### src/rtl/williams2_pkg.sv
`default_nettype none
// ============================================================================
// Module   : williams2_pkg
// Purpose  : Shared types and constants for the Williams-2 CMOS NVRAM path.
// Revision : 1.0 - initial release
// ============================================================================
package williams2_pkg;

  // Owner of the single CMOS RAM port
  typedef enum logic [2:0] {
    NV_CPU     = 3'd0,
    NV_PAUSE   = 3'd1,
    NV_HPS     = 3'd2,
    NV_CLEAR   = 3'd3,
    NV_RELEASE = 3'd4
  } nv_state_t;

  localparam int NV_INDEX_DEFAULT = 4;
  localparam int CMOS_ADDR_W      = 10;
  localparam int CMOS_DATA_W      = 4;

endpackage
`default_nettype wire

### src/rtl/cmos_nvram_arbiter_if.sv
`default_nettype none
// ============================================================================
// Module   : cmos_nvram_arbiter_if
// Purpose  : CPU, ioctl and RAM-port signals around the CMOS NVRAM arbiter.
//            slave = arbiter side, master = surrounding core / HPS / RAM.
// Revision : 1.0 - initial release
// ============================================================================
interface cmos_nvram_arbiter_if
  import williams2_pkg::*;
#(
  parameter int ADDR_W = CMOS_ADDR_W,
  parameter int DATA_W = CMOS_DATA_W
) ();

  // CPU side
  logic [ADDR_W-1:0] cpu_addr;
  logic [DATA_W-1:0] cpu_din;
  logic              cpu_we;
  logic [DATA_W-1:0] cpu_dout;
  logic              cpu_pause;

  // HPS ioctl side
  logic              ioctl_download;
  logic              ioctl_upload;
  logic [15:0]       ioctl_index;
  logic [24:0]       ioctl_addr;
  logic [7:0]        ioctl_dout;
  logic              ioctl_wr;
  logic              ioctl_rd;
  logic [7:0]        ioctl_din;
  logic              ioctl_wait;

  // OSD clear command and status
  logic              clear_req;
  logic              busy;

  // Single RAM port
  logic [ADDR_W-1:0] ram_addr;
  logic [DATA_W-1:0] ram_din;
  logic              ram_we;
  logic [DATA_W-1:0] ram_dout;

  modport slave (
    input  cpu_addr, cpu_din, cpu_we,
    input  ioctl_download, ioctl_upload, ioctl_index, ioctl_addr,
    input  ioctl_dout, ioctl_wr, ioctl_rd,
    input  clear_req, ram_dout,
    output cpu_dout, cpu_pause, ioctl_din, ioctl_wait,
    output ram_addr, ram_din, ram_we, busy
  );

  modport master (
    output cpu_addr, cpu_din, cpu_we,
    output ioctl_download, ioctl_upload, ioctl_index, ioctl_addr,
    output ioctl_dout, ioctl_wr, ioctl_rd,
    output clear_req, ram_dout,
    input  cpu_dout, cpu_pause, ioctl_din, ioctl_wait,
    input  ram_addr, ram_din, ram_we, busy
  );

endinterface
`default_nettype wire

### src/rtl/nv_settle_counter.sv
`default_nettype none
// ============================================================================
// Module   : nv_settle_counter
// Purpose  : Loadable down-counter; done is high while enabled at zero.
//            Used for the pause settle wait and for the clear address walk.
// Revision : 1.0 - initial release
// ============================================================================
module nv_settle_counter #(
  parameter int WIDTH = 10
) (
  input  wire logic             clk,
  input  wire logic             rst,
  input  wire logic             load,
  input  wire logic [WIDTH-1:0] load_val,
  input  wire logic             en,
  output logic      [WIDTH-1:0] count,
  output logic                  done
);

  // Load takes priority; otherwise count down to zero and hold there
  always_ff @(posedge clk or posedge rst) begin
    if (rst) begin
      count <= '0;
    end else if (load) begin
      count <= load_val;
    end else if (en && (count != '0)) begin
      count <= count - WIDTH'(1);
    end
  end

  assign done = en && (count == '0);

endmodule
`default_nettype wire

### src/rtl/cmos_nvram_arbiter.sv
`default_nettype none
// ============================================================================
// Module   : cmos_nvram_arbiter
// Purpose  : Shares the 1K x 4 CMOS RAM between the game CPU and the HPS
//            ioctl load/save channel, and sequences the OSD high-score clear.
//            The CPU is paused and allowed to settle before the port moves.
// Revision : 1.0 - initial release
// ============================================================================
module cmos_nvram_arbiter
  import williams2_pkg::*;
#(
  parameter int                ADDR_W       = CMOS_ADDR_W,
  parameter int                DATA_W       = CMOS_DATA_W,
  parameter int                NV_INDEX     = NV_INDEX_DEFAULT,
  parameter int                PAUSE_CYCLES = 8,
  parameter logic [DATA_W-1:0] CLEAR_VAL    = 4'hF
) (
  input wire logic            clk_sys,
  input wire logic            reset,
  cmos_nvram_arbiter_if.slave bus
);

  // Shared counter must hold both the settle count and the top RAM address
  localparam int               CNT_W      = (ADDR_W > 8) ? ADDR_W : 8;
  localparam logic [CNT_W-1:0] PAUSE_LOAD = CNT_W'(PAUSE_CYCLES - 1);
  localparam logic [CNT_W-1:0] CLEAR_LOAD = CNT_W'((1 << ADDR_W) - 1);

  nv_state_t        r_state;
  logic             r_clr_q;
  logic             r_clr_pend;
  logic             r_rd_pend;

  logic             w_hps_sel;
  logic             w_clear_rise;
  logic             w_addr_in_range;
  logic             w_cnt_load;
  logic [CNT_W-1:0] w_cnt_load_val;
  logic             w_cnt_en;
  logic [CNT_W-1:0] w_cnt;
  logic             w_cnt_done;
  logic             unused_ioctl_hi;

  assign w_hps_sel = (bus.ioctl_download | bus.ioctl_upload) &
                     (bus.ioctl_index == 16'(NV_INDEX));
  assign w_clear_rise    = bus.clear_req & ~r_clr_q;
  assign w_addr_in_range = (bus.ioctl_addr[24:ADDR_W] == '0);
  assign w_cnt_en        = (r_state == NV_PAUSE) || (r_state == NV_CLEAR);
  assign unused_ioctl_hi = ^bus.ioctl_dout[7:DATA_W];

  // CPU is paused outside NV_CPU, so its read path can stay hard-wired
  assign bus.cpu_dout = bus.ram_dout;

  // Counter loads: settle count when leaving CPU, top address when starting a clear
  always_comb begin
    w_cnt_load     = 1'b0;
    w_cnt_load_val = PAUSE_LOAD;
    case (r_state)
      NV_CPU: begin
        w_cnt_load = w_hps_sel | w_clear_rise;
      end
      NV_PAUSE: begin
        if (w_cnt_done && r_clr_pend) begin
          w_cnt_load     = 1'b1;
          w_cnt_load_val = CLEAR_LOAD;
        end
      end
      default: begin
      end
    endcase
  end

  nv_settle_counter #(
    .WIDTH (CNT_W)
  ) u_settle (
    .clk      (clk_sys),
    .rst      (reset),
    .load     (w_cnt_load),
    .load_val (w_cnt_load_val),
    .en       (w_cnt_en),
    .count    (w_cnt),
    .done     (w_cnt_done)
  );

  // RAM port mux; the clear walk counts down, so the address is its complement
  always_comb begin
    bus.ram_addr = bus.cpu_addr;
    bus.ram_din  = bus.cpu_din;
    bus.ram_we   = 1'b0;
    case (r_state)
      NV_CPU: begin
        bus.ram_we = bus.cpu_we;
      end
      NV_HPS: begin
        bus.ram_addr = bus.ioctl_addr[ADDR_W-1:0];
        bus.ram_din  = bus.ioctl_dout[DATA_W-1:0];
        bus.ram_we   = bus.ioctl_wr & w_addr_in_range;
      end
      NV_CLEAR: begin
        bus.ram_addr = ~w_cnt[ADDR_W-1:0];
        bus.ram_din  = CLEAR_VAL;
        bus.ram_we   = 1'b1;
      end
      default: begin
      end
    endcase
  end

  // Port ownership FSM with registered pause, wait, read data and busy
  always_ff @(posedge clk_sys or posedge reset) begin
    if (reset) begin
      r_state        <= NV_CPU;
      r_clr_q        <= 1'b0;
      r_clr_pend     <= 1'b0;
      r_rd_pend      <= 1'b0;
      bus.cpu_pause  <= 1'b0;
      bus.ioctl_wait <= 1'b0;
      bus.ioctl_din  <= '0;
      bus.busy       <= 1'b0;
    end else begin
      r_clr_q <= bus.clear_req;
      case (r_state)
        NV_CPU: begin
          // HPS wins a simultaneous request; the clear edge is simply consumed
          if (w_hps_sel || w_clear_rise) begin
            r_state        <= NV_PAUSE;
            r_clr_pend     <= ~w_hps_sel;
            bus.cpu_pause  <= 1'b1;
            bus.ioctl_wait <= 1'b1;
            bus.busy       <= 1'b1;
          end
        end
        NV_PAUSE: begin
          if (w_cnt_done) begin
            if (r_clr_pend) begin
              r_state        <= NV_CLEAR;
              bus.ioctl_wait <= w_hps_sel;
            end else begin
              r_state        <= NV_HPS;
              bus.ioctl_wait <= 1'b0;
            end
          end
        end
        NV_HPS: begin
          // A read holds the HPS one cycle while the synchronous RAM answers
          r_rd_pend      <= 1'b0;
          bus.ioctl_wait <= 1'b0;
          if (r_rd_pend) begin
            bus.ioctl_din <= {{(8-DATA_W){1'b0}}, bus.ram_dout};
          end
          if (!w_hps_sel) begin
            r_state <= NV_RELEASE;
          end else if (bus.ioctl_rd && !r_rd_pend) begin
            r_rd_pend      <= 1'b1;
            bus.ioctl_wait <= 1'b1;
          end
        end
        NV_CLEAR: begin
          // An HPS transfer arriving mid-clear is stalled, then served directly
          bus.ioctl_wait <= w_hps_sel;
          if (w_cnt_done) begin
            r_clr_pend     <= 1'b0;
            bus.ioctl_wait <= 1'b0;
            r_state        <= w_hps_sel ? NV_HPS : NV_RELEASE;
          end
        end
        NV_RELEASE: begin
          r_state       <= NV_CPU;
          bus.cpu_pause <= 1'b0;
          bus.busy      <= 1'b0;
        end
        default: begin
          r_state        <= NV_CPU;
          r_clr_pend     <= 1'b0;
          bus.cpu_pause  <= 1'b0;
          bus.ioctl_wait <= 1'b0;
          bus.busy       <= 1'b0;
        end
      endcase
    end
  end

endmodule
`default_nettype wire

### src/flat_wrapper.sv
// flat-port wrapper written by rule: the top's interface ports become plain ports
module cmos_nvram_arbiter_flat import williams2_pkg::*;
#(
  parameter int                ADDR_W       = CMOS_ADDR_W,
  parameter int                DATA_W       = CMOS_DATA_W,
  parameter int                NV_INDEX     = NV_INDEX_DEFAULT,
  parameter int                PAUSE_CYCLES = 8,
  parameter logic [DATA_W-1:0] CLEAR_VAL    = 4'hF
)
  (clk_sys, reset, bus_cpu_addr, bus_cpu_din, bus_cpu_we, bus_ioctl_download, bus_ioctl_upload, bus_ioctl_index, bus_ioctl_addr, bus_ioctl_dout, bus_ioctl_wr, bus_ioctl_rd, bus_clear_req, bus_ram_dout, bus_cpu_dout, bus_cpu_pause, bus_ioctl_din, bus_ioctl_wait, bus_ram_addr, bus_ram_din, bus_ram_we, bus_busy);
  cmos_nvram_arbiter_if #(.ADDR_W(ADDR_W), .DATA_W(DATA_W)) bus_i ();
  input wire logic clk_sys;
  input wire logic reset;
  input wire logic [$bits(bus_i.cpu_addr)-1:0] bus_cpu_addr;
  input wire logic [$bits(bus_i.cpu_din)-1:0] bus_cpu_din;
  input wire logic [$bits(bus_i.cpu_we)-1:0] bus_cpu_we;
  input wire logic [$bits(bus_i.ioctl_download)-1:0] bus_ioctl_download;
  input wire logic [$bits(bus_i.ioctl_upload)-1:0] bus_ioctl_upload;
  input wire logic [$bits(bus_i.ioctl_index)-1:0] bus_ioctl_index;
  input wire logic [$bits(bus_i.ioctl_addr)-1:0] bus_ioctl_addr;
  input wire logic [$bits(bus_i.ioctl_dout)-1:0] bus_ioctl_dout;
  input wire logic [$bits(bus_i.ioctl_wr)-1:0] bus_ioctl_wr;
  input wire logic [$bits(bus_i.ioctl_rd)-1:0] bus_ioctl_rd;
  input wire logic [$bits(bus_i.clear_req)-1:0] bus_clear_req;
  input wire logic [$bits(bus_i.ram_dout)-1:0] bus_ram_dout;
  output wire logic [$bits(bus_i.cpu_dout)-1:0] bus_cpu_dout;
  output wire logic [$bits(bus_i.cpu_pause)-1:0] bus_cpu_pause;
  output wire logic [$bits(bus_i.ioctl_din)-1:0] bus_ioctl_din;
  output wire logic [$bits(bus_i.ioctl_wait)-1:0] bus_ioctl_wait;
  output wire logic [$bits(bus_i.ram_addr)-1:0] bus_ram_addr;
  output wire logic [$bits(bus_i.ram_din)-1:0] bus_ram_din;
  output wire logic [$bits(bus_i.ram_we)-1:0] bus_ram_we;
  output wire logic [$bits(bus_i.busy)-1:0] bus_busy;
  assign bus_i.cpu_addr = bus_cpu_addr;
  assign bus_i.cpu_din = bus_cpu_din;
  assign bus_i.cpu_we = bus_cpu_we;
  assign bus_i.ioctl_download = bus_ioctl_download;
  assign bus_i.ioctl_upload = bus_ioctl_upload;
  assign bus_i.ioctl_index = bus_ioctl_index;
  assign bus_i.ioctl_addr = bus_ioctl_addr;
  assign bus_i.ioctl_dout = bus_ioctl_dout;
  assign bus_i.ioctl_wr = bus_ioctl_wr;
  assign bus_i.ioctl_rd = bus_ioctl_rd;
  assign bus_i.clear_req = bus_clear_req;
  assign bus_i.ram_dout = bus_ram_dout;
  assign bus_cpu_dout = bus_i.cpu_dout;
  assign bus_cpu_pause = bus_i.cpu_pause;
  assign bus_ioctl_din = bus_i.ioctl_din;
  assign bus_ioctl_wait = bus_i.ioctl_wait;
  assign bus_ram_addr = bus_i.ram_addr;
  assign bus_ram_din = bus_i.ram_din;
  assign bus_ram_we = bus_i.ram_we;
  assign bus_busy = bus_i.busy;
  cmos_nvram_arbiter #(.ADDR_W(ADDR_W), .DATA_W(DATA_W), .NV_INDEX(NV_INDEX), .PAUSE_CYCLES(PAUSE_CYCLES), .CLEAR_VAL(CLEAR_VAL)) u_core (.clk_sys(clk_sys), .reset(reset), .bus(bus_i));
endmodule
### config.mk
export PLATFORM = sky130hd
export DESIGN_NAME = cmos_nvram_arbiter_flat
export DESIGN_NICKNAME = d
export VERILOG_FILES = /design/src/rtl/williams2_pkg.sv /design/src/rtl/cmos_nvram_arbiter_if.sv /design/src/rtl/nv_settle_counter.sv /design/src/rtl/cmos_nvram_arbiter.sv /design/src/flat_wrapper.sv
export SDC_FILE = /design/constraint.sdc
export NUM_CORES = 1
export LEC_CHECK = 0
export CORE_MARGIN = 10
export CORE_UTILIZATION = 34
export DETAILED_ROUTE_END_ITERATION = 8
export PLACE_DENSITY = 0.74
export SETUP_SLACK_MARGIN = 0.02
export SLEW_MARGIN = 5
export SYNTH_ARGS = -nofsm -noshare
export SYNTH_HDL_FRONTEND = slang
export SYNTH_SLANG_ARGS = --single-unit
export TNS_END_PERCENT = 30
### constraint.sdc
create_clock -name clk_sys -period 1.9 [get_ports clk_sys]
set_clock_uncertainty 0.05 [all_clocks]
set_input_delay 0.38 -clock clk_sys [delete_from_list [all_inputs] [get_ports clk_sys]]
set_output_delay 0.38 -clock clk_sys [all_outputs]
set_load 0.02 [all_outputs]
==> results.py, run 1 <==
metrics = {
    "route": {
        "top_layer": "met4",
        "remaining_drc_errors": 0,
        "drt_first_pass_iters": 4,
        "routed_via_density": 5.04,
        "wl_met1_um": 2850,
        "met3_length_um": 369,
        "wl_met2_um": 3210,
        "wirelength_um": 6480,
        "routedWlPerCell_um": 16.4,
        "ant_nets": 0,
        "first_iter_violations": 125,
        "vias": 1997,
    },
    "critical_path": {
        "cp_data_required_time_ps": 2040,
        "crit_family": "simple AND/OR/NAND/NOR gates",
        "path_cells": "inv_2 -> ha_4 -> buf_6 -> nor4b_4 -> nand3_4 -> or4_4 -> a31oi_4",
        "crit_path_end_kind": "flop",
        "max_stage_delay_ps": 610,
        "r2r_cells": 7,
        "slowest_stage": "or4_4",
        "worst-path-stages": 7,
        "cp-start-kind": "flop",
        "cp.buffers_inverters": 2,
        "crit_type": "flop to flop",
        "crit_arrival_ps": 2140,
        "crit_fanout": 6,
    },
    "final_layout": {
        "final_cells": 396,
        "finalInstanceArea_um2": 3040,
        "areaGrowthSynthToFinish_pct": 75.9,
        "num_antenna_cells": 0,
        "drive_gt1_frac": 0.261,
        "fin_nets": 407,
    },
    "pwr": {
        "p_leak_nw": 1.31,
        "p_per_area_nw_per_um2": 1250,
        "peakVddDrop_mv": 0.915,
    },
    "timing": {
        "hold_ws_ps": 393,
        "period_share": 1.05,
        "fmax_mhz": 501,
        "finalHoldViolations": 0,
        "period_minus_slack_ps": 2000,
        "timing.final.ws_setup_ps": -95.3,
        "rsz0062_at_grt": "true",
        "slew_viol_final": 0,
        "setup_viol": 9,
    },
    "cts": {
        "clk_path_buf_depth": 2,
        "clock_latency_ps": 260,
        "cts_tree": "yes",
        "clk_pin_slew_ps": 80,
        "cts.sinks": 22,
        "postCtsHoldBufs": 0,
        "cts_root_buf": "clkbuf_8",
        "h-tree-depth": 1,
        "cts-buffers-inserted": 3,
    },
    "logic_synthesis": {
        "yosysSeqAreaShare": 0.319,
        "synth_area_um2": 1730,
        "synth-seq-cells": 22,
        "yosysWarnings": 0,
        "yosysTopAreaCell": "dfrtp_1",
        "synth_ff_type": "dfrtp_1",
        "synth_top_area_share": 0.319,
        "synth_common_cells": "28 x o21ai_0, 22 x dfrtp_1, 20 x nand2_1, 17 x nor2_1",
        "syn_area_per_cell_um2": 8.22,
        "synth_edf_count": 0,
        "syn_inst": 210,
        "yosys-top-cells-area": "dfrtp_1 32%, o21ai_0 8.1%, nand2_1 4.3%",
        "yosys.cell_count.top_type": "o21ai_0",
        "yosysUniqueCellTypes": 49,
        "synthArstFlopShare": 1.00,
    },
    "placed_design": {
        "placed_cells": 389,
        "dp_hpwl_um": 5070,
        "post_dp_cell_area_um2": 2930,
        "place.gp.congestion": 0.902,
        "port_buffers": 96,
    },
    "die": {
        "rows": 25,
        "core_um2": 4820,
        "die_area_um2": 8330,
        "start_util": 0.358,
        "dieHeight_um": 91.3,
        "fp.dieW_um": 91.3,
        "ios": 105,
    },
    "status": {
        "violations": "negative setup slack",
        "outcome": "finished, violations left",
    },
    "job": {
        "drv_cap": 0,
    },
    "global_routing": {
        "antenna_found_initial": 0,
        "gr-total-overflow": 0,
        "grt_pass1_vias": 1980,
        "grt_max_degree": 30,
        "grt_pass1_wl_um": 10000,
        "grt_usage": 0.143,
    },
    "worst_hold_path": {
        "hp-class": "input pin to asynchronous set/reset pin",
    },
}
-- through the flow --
stage	TNS (ps)	power (mW)	setup WS, ps	util
2_1_floorplan	-85.3	2.24	-36.1	-
3_3_place_gp	-4280	3.35	-597	0.608
3_5_place_dp	-4780	3.40	-614	0.608
4_1_cts	-253	3.70	-68.8	0.620
5_1_grt	-1540	4.08	-192	0.631
6_report	-424	3.79	-95.3	0.631
-- placed cells by master, fill, tap and decap left out, types with 3 or more instances in the layout --
master	n
nor2_1	16
or3_1	5
buf_6	3
mux2_2	4
clkbuf_8	4
nand3_1	4
conb_1	4
nand2b_1	5
xnor2_1	3
nor4_2	4
dlygate4sd2_1	17
buf_2	11
o21ai_1	9
clkdlybuf4s15_1	3
nand2_1	20
clkdlybuf4s50_1	61
buf_4	38
a31oi_1	4
a21oi_1	9
mux2i_1	6
nor4_1	7
inv_1	6
o21ai_0	18
dfrtp_1	22
or4_4	3
-- kinds of logic (layout without fill, tap and decap cells) --
logic type                 after synthesis  count (layout)  share of synthesized area
adders and majority gates                2               2                     0.0145
DFF                                     22              22                      0.319
buffers and inverters                   32             147                     0.0993
muxes                                   10              10                     0.0609
xor gates and xnor gates                 3               3                     0.0152
AOI/OAI and AO/OA                       58              58                      0.214
other                                    1               4                    0.00217
and+or+nand+nor                         82              83                      0.275
-- per-layer routing --
layer,vias to the layer above,GRT usage
li1,994,-
met1,916,0.177
met2,81,0.248
met3,6,0.0354
met4,0,0.0222
met5,-,0
-- worst min-delay path: stages --
cell             delay [ps]
clkdlybuf4s50_1         390
inv_1                    50
buf_4                   280
-- path summary, 6_finish.rpt --
| path | start | end | slack (ps) |
|---|---|---|---|
| min reg2reg | u_core.bus.ioctl_din[1]$_DFFE_PP0P_ | u_core.bus.ioctl_din[1]$_DFFE_PP0P_ | 460 |
| max in group asynchronous | reset | u_core.bus.ioctl_wait$_DFFE_PP0P_ | 1180 |
| min | reset | u_core.u_settle.count[1]$_DFFE_PP0P_ | 390 |
| max | u_core.u_settle.count[1]$_DFFE_PP0P_ | u_core.u_settle.count[5]$_DFFE_PP0P_ | -100 |
| min in group clk_sys | u_core.bus.ioctl_din[1]$_DFFE_PP0P_ | u_core.bus.ioctl_din[1]$_DFFE_PP0P_ | 460 |
| max reg2reg | u_core.u_settle.count[1]$_DFFE_PP0P_ | u_core.u_settle.count[5]$_DFFE_PP0P_ | -100 |
-- report_power, final --
| group | internal [mW] | switching, mW |
|---|---|---|
| clock network | 0.185 | 0.155 |
| logic | 1.28 | 1.36 |
| registers | 0.656 | 0.152 |
| total | 2.12 | 1.66 |
-- registers in the layout (all words and copies together), names as in the netlist --
register and count:
u_core.r_rd_pend 1, u_core.r_state 3, u_core.bus.cpu_pause 1, u_core.r_clr_pend 1
u_core.u_settle.count 10, u_core.bus.ioctl_din 4, u_core.r_clr_q 1, u_core.bus.ioctl_wait 1
-- repair_timing --
item	4_1_cts	5_1_grt
gates cloned	0	1
resized for setup	88	37
setup endpoints to repair	32	27
setup buffers	0	2
pin swaps	8	10
-- layout make-up --
cell class,count,area [um2]
flip-flops and latches,22,551
well taps,67,83.8
clock buffers,4,55.1
inverters,9,36.3
repair buffers,134,1180
multi-input cells,160,1130
fillers,446,1780
Power figures use the tool's default switching activity.
==> run 2, diff against run 1 <==
Settings changed: CORE_MARGIN 10 to 4.
==> results.py, run 2 (same netlist as run 1, synthesis figures left out) <==
metrics = {
    "timing": {
        "fmax_mhz": 509,
        "setup_viol": 5,
        "timing.final.ws_setup_ps": -65.3,
        "rsz0062_at_grt": "true",
        "finalHoldViolations": 0,
        "period_minus_slack_ps": 1970,
        "period_share": 1.03,
        "slew_viol_final": 0,
    },
    "cts": {
        "clk_path_buf_depth": 2,
        "clock_latency_ps": 260,
        "h-tree-depth": 1,
        "cts_tree": "yes",
        "cts.sinks": 22,
        "cts_root_buf": "clkbuf_8",
        "postCtsHoldBufs": 0,
        "cts-buffers-inserted": 3,
        "clk_pin_slew_ps": 80,
    },
    "final_layout": {
        "drive_gt1_frac": 0.289,
        "largest_reg_flops": 10,
        "reg_top3": "u_core.u_settle.count (10), u_core.bus.ioctl_din (4), u_core.r_state (3)",
        "fill_cells": 433,
        "finalInstanceArea_um2": 3070,
        "layout_common_cells": "61 x clkdlybuf4s50_1, 38 x buf_4, 20 x nand2_1, 20 x dlygate4sd2_1, 20 x dfrtp_1",
        "fin_nets": 411,
        "areaGrowthSynthToFinish_pct": 77.5,
        "regMostFlops": "u_core.u_settle.count",
        "multi_input_area_um2": 1150,
        "post-route-util": 0.636,
        "num_antenna_cells": 0,
        "final_common_cell": "clkdlybuf4s50_1",
        "seq_area_um2": 553,
    },
    "route": {
        "first_iter_violations": 83,
        "drt_first_pass_iters": 4,
        "routedWlPerCell_um": 15.2,
        "vias": 2026,
        "wirelength_um": 6070,
        "ant_nets": 0,
        "routed_via_density": 5.08,
        "remaining_drc_errors": 0,
    },
    "global_routing": {
        "grt_usage": 0.189,
        "gr-total-overflow": 0,
        "grt_pass1_vias": 2106,
        "grt_pass1_wl_um": 9670,
        "antenna_found_initial": 0,
        "grt_max_degree": 30,
    },
    "critical_path": {
        "cp-start-kind": "flop",
        "slowest_stage": "or4b_4",
        "crit_type": "flop to flop",
        "crit_path_end_kind": "flop",
        "crit_fanout": 8,
        "max_stage_delay_ps": 500,
        "cp_data_required_time_ps": 2000,
        "path_cells": "inv_2 -> ha_4 -> or4b_4 -> o31ai_4 -> buf_6 -> or3_4 -> a31oi_4",
        "cp.buffers_inverters": 2,
        "crit_family": "simple AND/OR/NAND/NOR gates",
        "crit_arrival_ps": 2060,
    },
    "pwr": {
        "switching_share": 0.446,
        "cellInternalPower_mw": 2.11,
        "p_per_area_nw_per_um2": 1240,
        "clockPowerShare": 0.076,
        "p_seq_frac": 0.218,
        "p_leak_nw": 1.33,
        "peakVddDrop_mv": 0.797,
        "p_comb_frac": 0.706,
        "total_power_mw": 3.80,
        "p_sw_mw": 1.69,
    },
    "status": {
        "violations": "negative setup slack",
        "outcome": "finished, violations left",
    },
    "die": {
        "die_area_um2": 6280,
        "core_um2": 4820,
        "start_util": 0.358,
        "fp.dieW_um": 79.3,
        "ios": 105,
        "dieHeight_um": 79.3,
        "rows": 25,
    },
    "placed_design": {
        "place_ws_ps": -634,
        "dp_hpwl_um": 4540,
        "place.gp.congestion": 0.850,
        "port_buffers": 96,
        "post_dp_cell_area_um2": 2930,
    },
    "worst_hold_path": {
        "hp-class": "input pin to asynchronous set/reset pin",
    },
    "job": {
        "drv_cap": 0,
    },
}
## run 2: changes by cell type in the layout (fill, tap and decap cells not counted), sizes merged
| cell | before | now |
|---|---|---|
| inv | 9 | 8 |
| clkinv | 0 | 2 |
| clkdlybuf4s15 | 3 | 0 |
| buf | 53 | 55 |
| dlygate4sd2 | 17 | 20 |
## run 2: per-layer routing
layer	GRT usage	up-vias	part of all wire
met5	0	-	0
met4	0.0464	0	0.0059
met3	0.0522	4	0.075
met2	0.345	77	0.51
met1	0.217	944	0.40
li1	-	1001	-
## run 2: power by group through the flow
stage / logic [mW] / clock network (mW) / registers (mW)
after CTS: 2.62 / 0.305 / 0.816
after global routing: 2.92 / 0.321 / 0.862
after global placement: 2.52 / 0 / 0.810
final: 2.68 / 0.288 / 0.831
after detailed placement: 2.55 / 0 / 0.818
after floorplan: 1.40 / 0 / 0.839
## run 2: what timing repair did
item | in CTS | in global routing
pin swaps | 17 | 8
buffers inserted | 3 | 2
cloned | 1 | 1
endpoints found under the setup margin | 32 | 28
resized for setup | 101 | 28
## run 2: worst reg2reg max path: cells and delay by family, from the launching register on
kind | cells | cell delay [ps]
adders and majority gates | 1 | 140
buffers and inverters | 2 | 270
DFF | 1 | 400
AOI/OAI and AO/OA | 2 | 360
and+or+nand+nor | 2 | 640
## run 2: worst paths after layout
path	startpoint	end	slack [ps]	cells after the start
setup / recovery	u_core.u_settle.count[0]$_DFFE_PP0P_	u_core.u_settle.count[5]$_DFFE_PP0P_	-70	7
hold / removal	reset	u_core.u_settle.count[3]$_DFFE_PP0P_	390	3
setup reg to reg	u_core.u_settle.count[0]$_DFFE_PP0P_	u_core.u_settle.count[5]$_DFFE_PP0P_	-70	7
hold reg to reg	u_core.bus.ioctl_din[1]$_DFFE_PP0P_	u_core.bus.ioctl_din[1]$_DFFE_PP0P_	460	1
max in group asynchronous	reset	u_core.u_settle.count[4]$_DFFE_PP0P_	1160	3
min in group clk_sys	u_core.bus.ioctl_din[1]$_DFFE_PP0P_	u_core.bus.ioctl_din[1]$_DFFE_PP0P_	460	1
## run 2: final cells by class
class                      instances  share of cell area
inverter                           9              0.0127
timing repair buffer             137               0.390
multi-input combinational        160               0.375
tap                               67              0.0273
sequential                        22               0.180
timing repair inverter             1             0.00163
clock buffer                       3              0.0135
## run 2: per-stage QoR
| step | hold slack (ps) | cells | TNS, ps |
|---|---|---|---|
| floorplan | 319 | 213 | -85.3 |
| global placement | 438 | 389 | -4840 |
| detailed placement | 445 | 389 | -6550 |
| CTS | 404 | 396 | -94.1 |
| global route | 415 | 399 | -1010 |
| finish | 392 | 399 | -212 |
==> run 3, diff against run 2 <==
Clock period 1.9 ns to 1.7 ns, I/O delays scaled along.
==> results.py, run 3 (same netlist as run 1, synthesis figures left out) <==
metrics = {
    "final_layout": {
        "fin_nets": 429,
        "areaGrowthSynthToFinish_pct": 94.0,
        "layout_common_cells": "66 x clkdlybuf4s50_1, 65 x buf_4, 20 x nand2_1, 20 x dfrtp_1, 17 x o21ai_1",
        "final_common_cell": "clkdlybuf4s50_1",
        "regMostFlops": "u_core.u_settle.count",
        "post-route-util": 0.695,
        "reg_top3": "u_core.u_settle.count (10), u_core.bus.ioctl_din (4), u_core.r_state (3)",
        "fill_cells": 414,
        "seq_area_um2": 553,
        "largest_reg_flops": 10,
        "multi_input_area_um2": 1190,
        "num_antenna_cells": 0,
        "drive_gt1_frac": 0.359,
    },
    "die": {
        "core_um2": 4820,
        "ios": 105,
        "rows": 25,
        "fp.dieW_um": 79.3,
        "start_util": 0.358,
        "die_area_um2": 6280,
        "dieHeight_um": 79.3,
    },
    "pwr": {
        "p_per_area_nw_per_um2": 1460,
        "p_seq_frac": 0.188,
        "p_comb_frac": 0.709,
        "p_sw_mw": 2.06,
        "p_leak_nw": 1.47,
        "cellInternalPower_mw": 2.83,
        "peakVddDrop_mv": 1.09,
        "total_power_mw": 4.89,
        "clockPowerShare": 0.103,
        "switching_share": 0.421,
    },
    "critical_path": {
        "crit_path_end_kind": "flop",
        "crit_arrival_ps": 2100,
        "crit_type": "flop to flop",
        "cp_data_required_time_ps": 1840,
        "cp-start-kind": "flop",
        "crit_fanout": 8,
    },
    "route": {
        "wirelength_um": 6470,
        "vias": 2131,
        "routed_via_density": 5.10,
        "first_iter_violations": 118,
        "drt_first_pass_iters": 4,
        "routedWlPerCell_um": 15.5,
        "ant_nets": 0,
        "remaining_drc_errors": 0,
    },
    "timing": {
        "setup_viol": 21,
        "slew_viol_final": 0,
        "fmax_mhz": 511,
        "rsz0062_at_grt": "true",
        "period_share": 1.15,
        "timing.final.ws_setup_ps": -258,
        "finalHoldViolations": 0,
        "period_minus_slack_ps": 1960,
    },
    "cts": {
        "postCtsHoldBufs": 0,
        "clock_latency_ps": 270,
        "cts.sinks": 22,
        "h-tree-depth": 1,
        "clk_pin_slew_ps": 90,
        "cts_tree": "yes",
        "cts_root_buf": "clkbuf_8",
        "clk_path_buf_depth": 2,
        "cts-buffers-inserted": 3,
    },
    "global_routing": {
        "antenna_found_initial": 0,
        "grt_pass1_vias": 2099,
        "grt_usage": 0.190,
        "grt_max_degree": 29,
        "gr-total-overflow": 0,
        "grt_pass1_wl_um": 9690,
    },
    "worst_hold_path": {
        "hp-class": "input pin to asynchronous set/reset pin",
    },
    "placed_design": {
        "place.gp.congestion": 0.839,
        "port_buffers": 96,
        "dp_hpwl_um": 4710,
    },
    "status": {
        "outcome": "finished, violations left",
        "violations": "negative setup slack",
    },
    "job": {
        "drv_cap": 0,
    },
}
run 3: cell count changes in the layout (fill, tap and decap cells not counted), sizes merged, moves of 5 or more:
cell           before  now
dlygate4sd2        20    9
clkdlybuf4s50      61   66
dlymetal6s2s        0    6
buf                55   74
run 3: power groups by stage:
| stage | Combinational [mW] | Sequential, mW | Clock [mW] |
|---|---|---|---|
| 5_1_grt | 3.73 | 0.945 | 0.537 |
| 4_1_cts | 3.13 | 0.905 | 0.506 |
| 6_report | 3.46 | 0.921 | 0.501 |
| 3_3_place_gp | 3.05 | 0.896 | 0 |
| 2_1_floorplan | 1.59 | 0.940 | 0 |
| 3_5_place_dp | 3.11 | 0.903 | 0 |
run 3: cell type report:
| cell class | count | area share |
|---|---|---|
| Clock buffer | 3 | 0.0123 |
| Multi-Input combinational cell | 160 | 0.355 |
| Timing Repair Buffer | 155 | 0.420 |
| Inverter | 9 | 0.0116 |
| Tap cell | 67 | 0.0250 |
| Timing Repair inverter | 1 | 0.00261 |
| Sequential cell | 22 | 0.165 |
| Clock inverter | 1 | 0.00897 |
run 3: path summary, 6_finish.rpt:
check                      slack (ps)  cells past startpoint                                 start                                   end
max                              -260                      7  u_core.u_settle.count[1]$_DFFE_PP0P_  u_core.u_settle.count[5]$_DFFE_PP0P_
min                               360                      3                                 reset      u_core.bus.cpu_pause$_DFFE_PP0P_
max reg2reg                      -260                      7  u_core.u_settle.count[1]$_DFFE_PP0P_  u_core.u_settle.count[5]$_DFFE_PP0P_
min reg2reg                       460                      1   u_core.bus.ioctl_din[3]$_DFFE_PP0P_   u_core.bus.ioctl_din[3]$_DFFE_PP0P_
max in group asynchronous         990                      3                                 reset         u_core.r_state[0]$_DFFE_PP0P_
min in group clk_sys              460                      1   u_core.bus.ioctl_din[3]$_DFFE_PP0P_   u_core.bus.ioctl_din[3]$_DFFE_PP0P_
run 3: layer usage:
metal  part of all wire  wire, um  vias up  global-route usage
met3              0.080       516        6              0.0510
met5                  0         0        -                   0
met4             0.0046        30        0              0.0412
met1               0.40      2560     1006               0.222
met2               0.52      3360       79               0.346
li1                   -         -     1040                   -
run 3: worst max-delay path, cell delays in order, from the launching register on:
cell	delay (ps)
dfrtp_1	390
inv_2	80
ha_4	140
or4b_4	510
o31ai_4	280
buf_6	180
o21ai_1	90
a31oi_2	160
run 3: repair_timing:
| item | CTS | global route |
|---|---|---|
| endpoints found under the hold margin | 0 | 0 |
| cloned | 0 | 2 |
| setup buffers | 2 | 8 |
| setup endpoints to repair | 32 | 35 |
| gates resized for setup | 95 | 55 |
| pin swaps | 9 | 12 |
run 3: stage by stage:
stage,cells,hold slack (ps),cell area [um2],setup WS (ps),setup TNS (ps)
6_report,418,355,3350,-258,-2600
3_5_place_dp,405,445,3060,-690,-9710
5_1_grt,418,382,3350,-321,-4230
2_1_floorplan,213,279,1750,-134,-1660
4_1_cts,411,364,3140,-226,-2510
3_3_place_gp,405,440,3060,-676,-9060
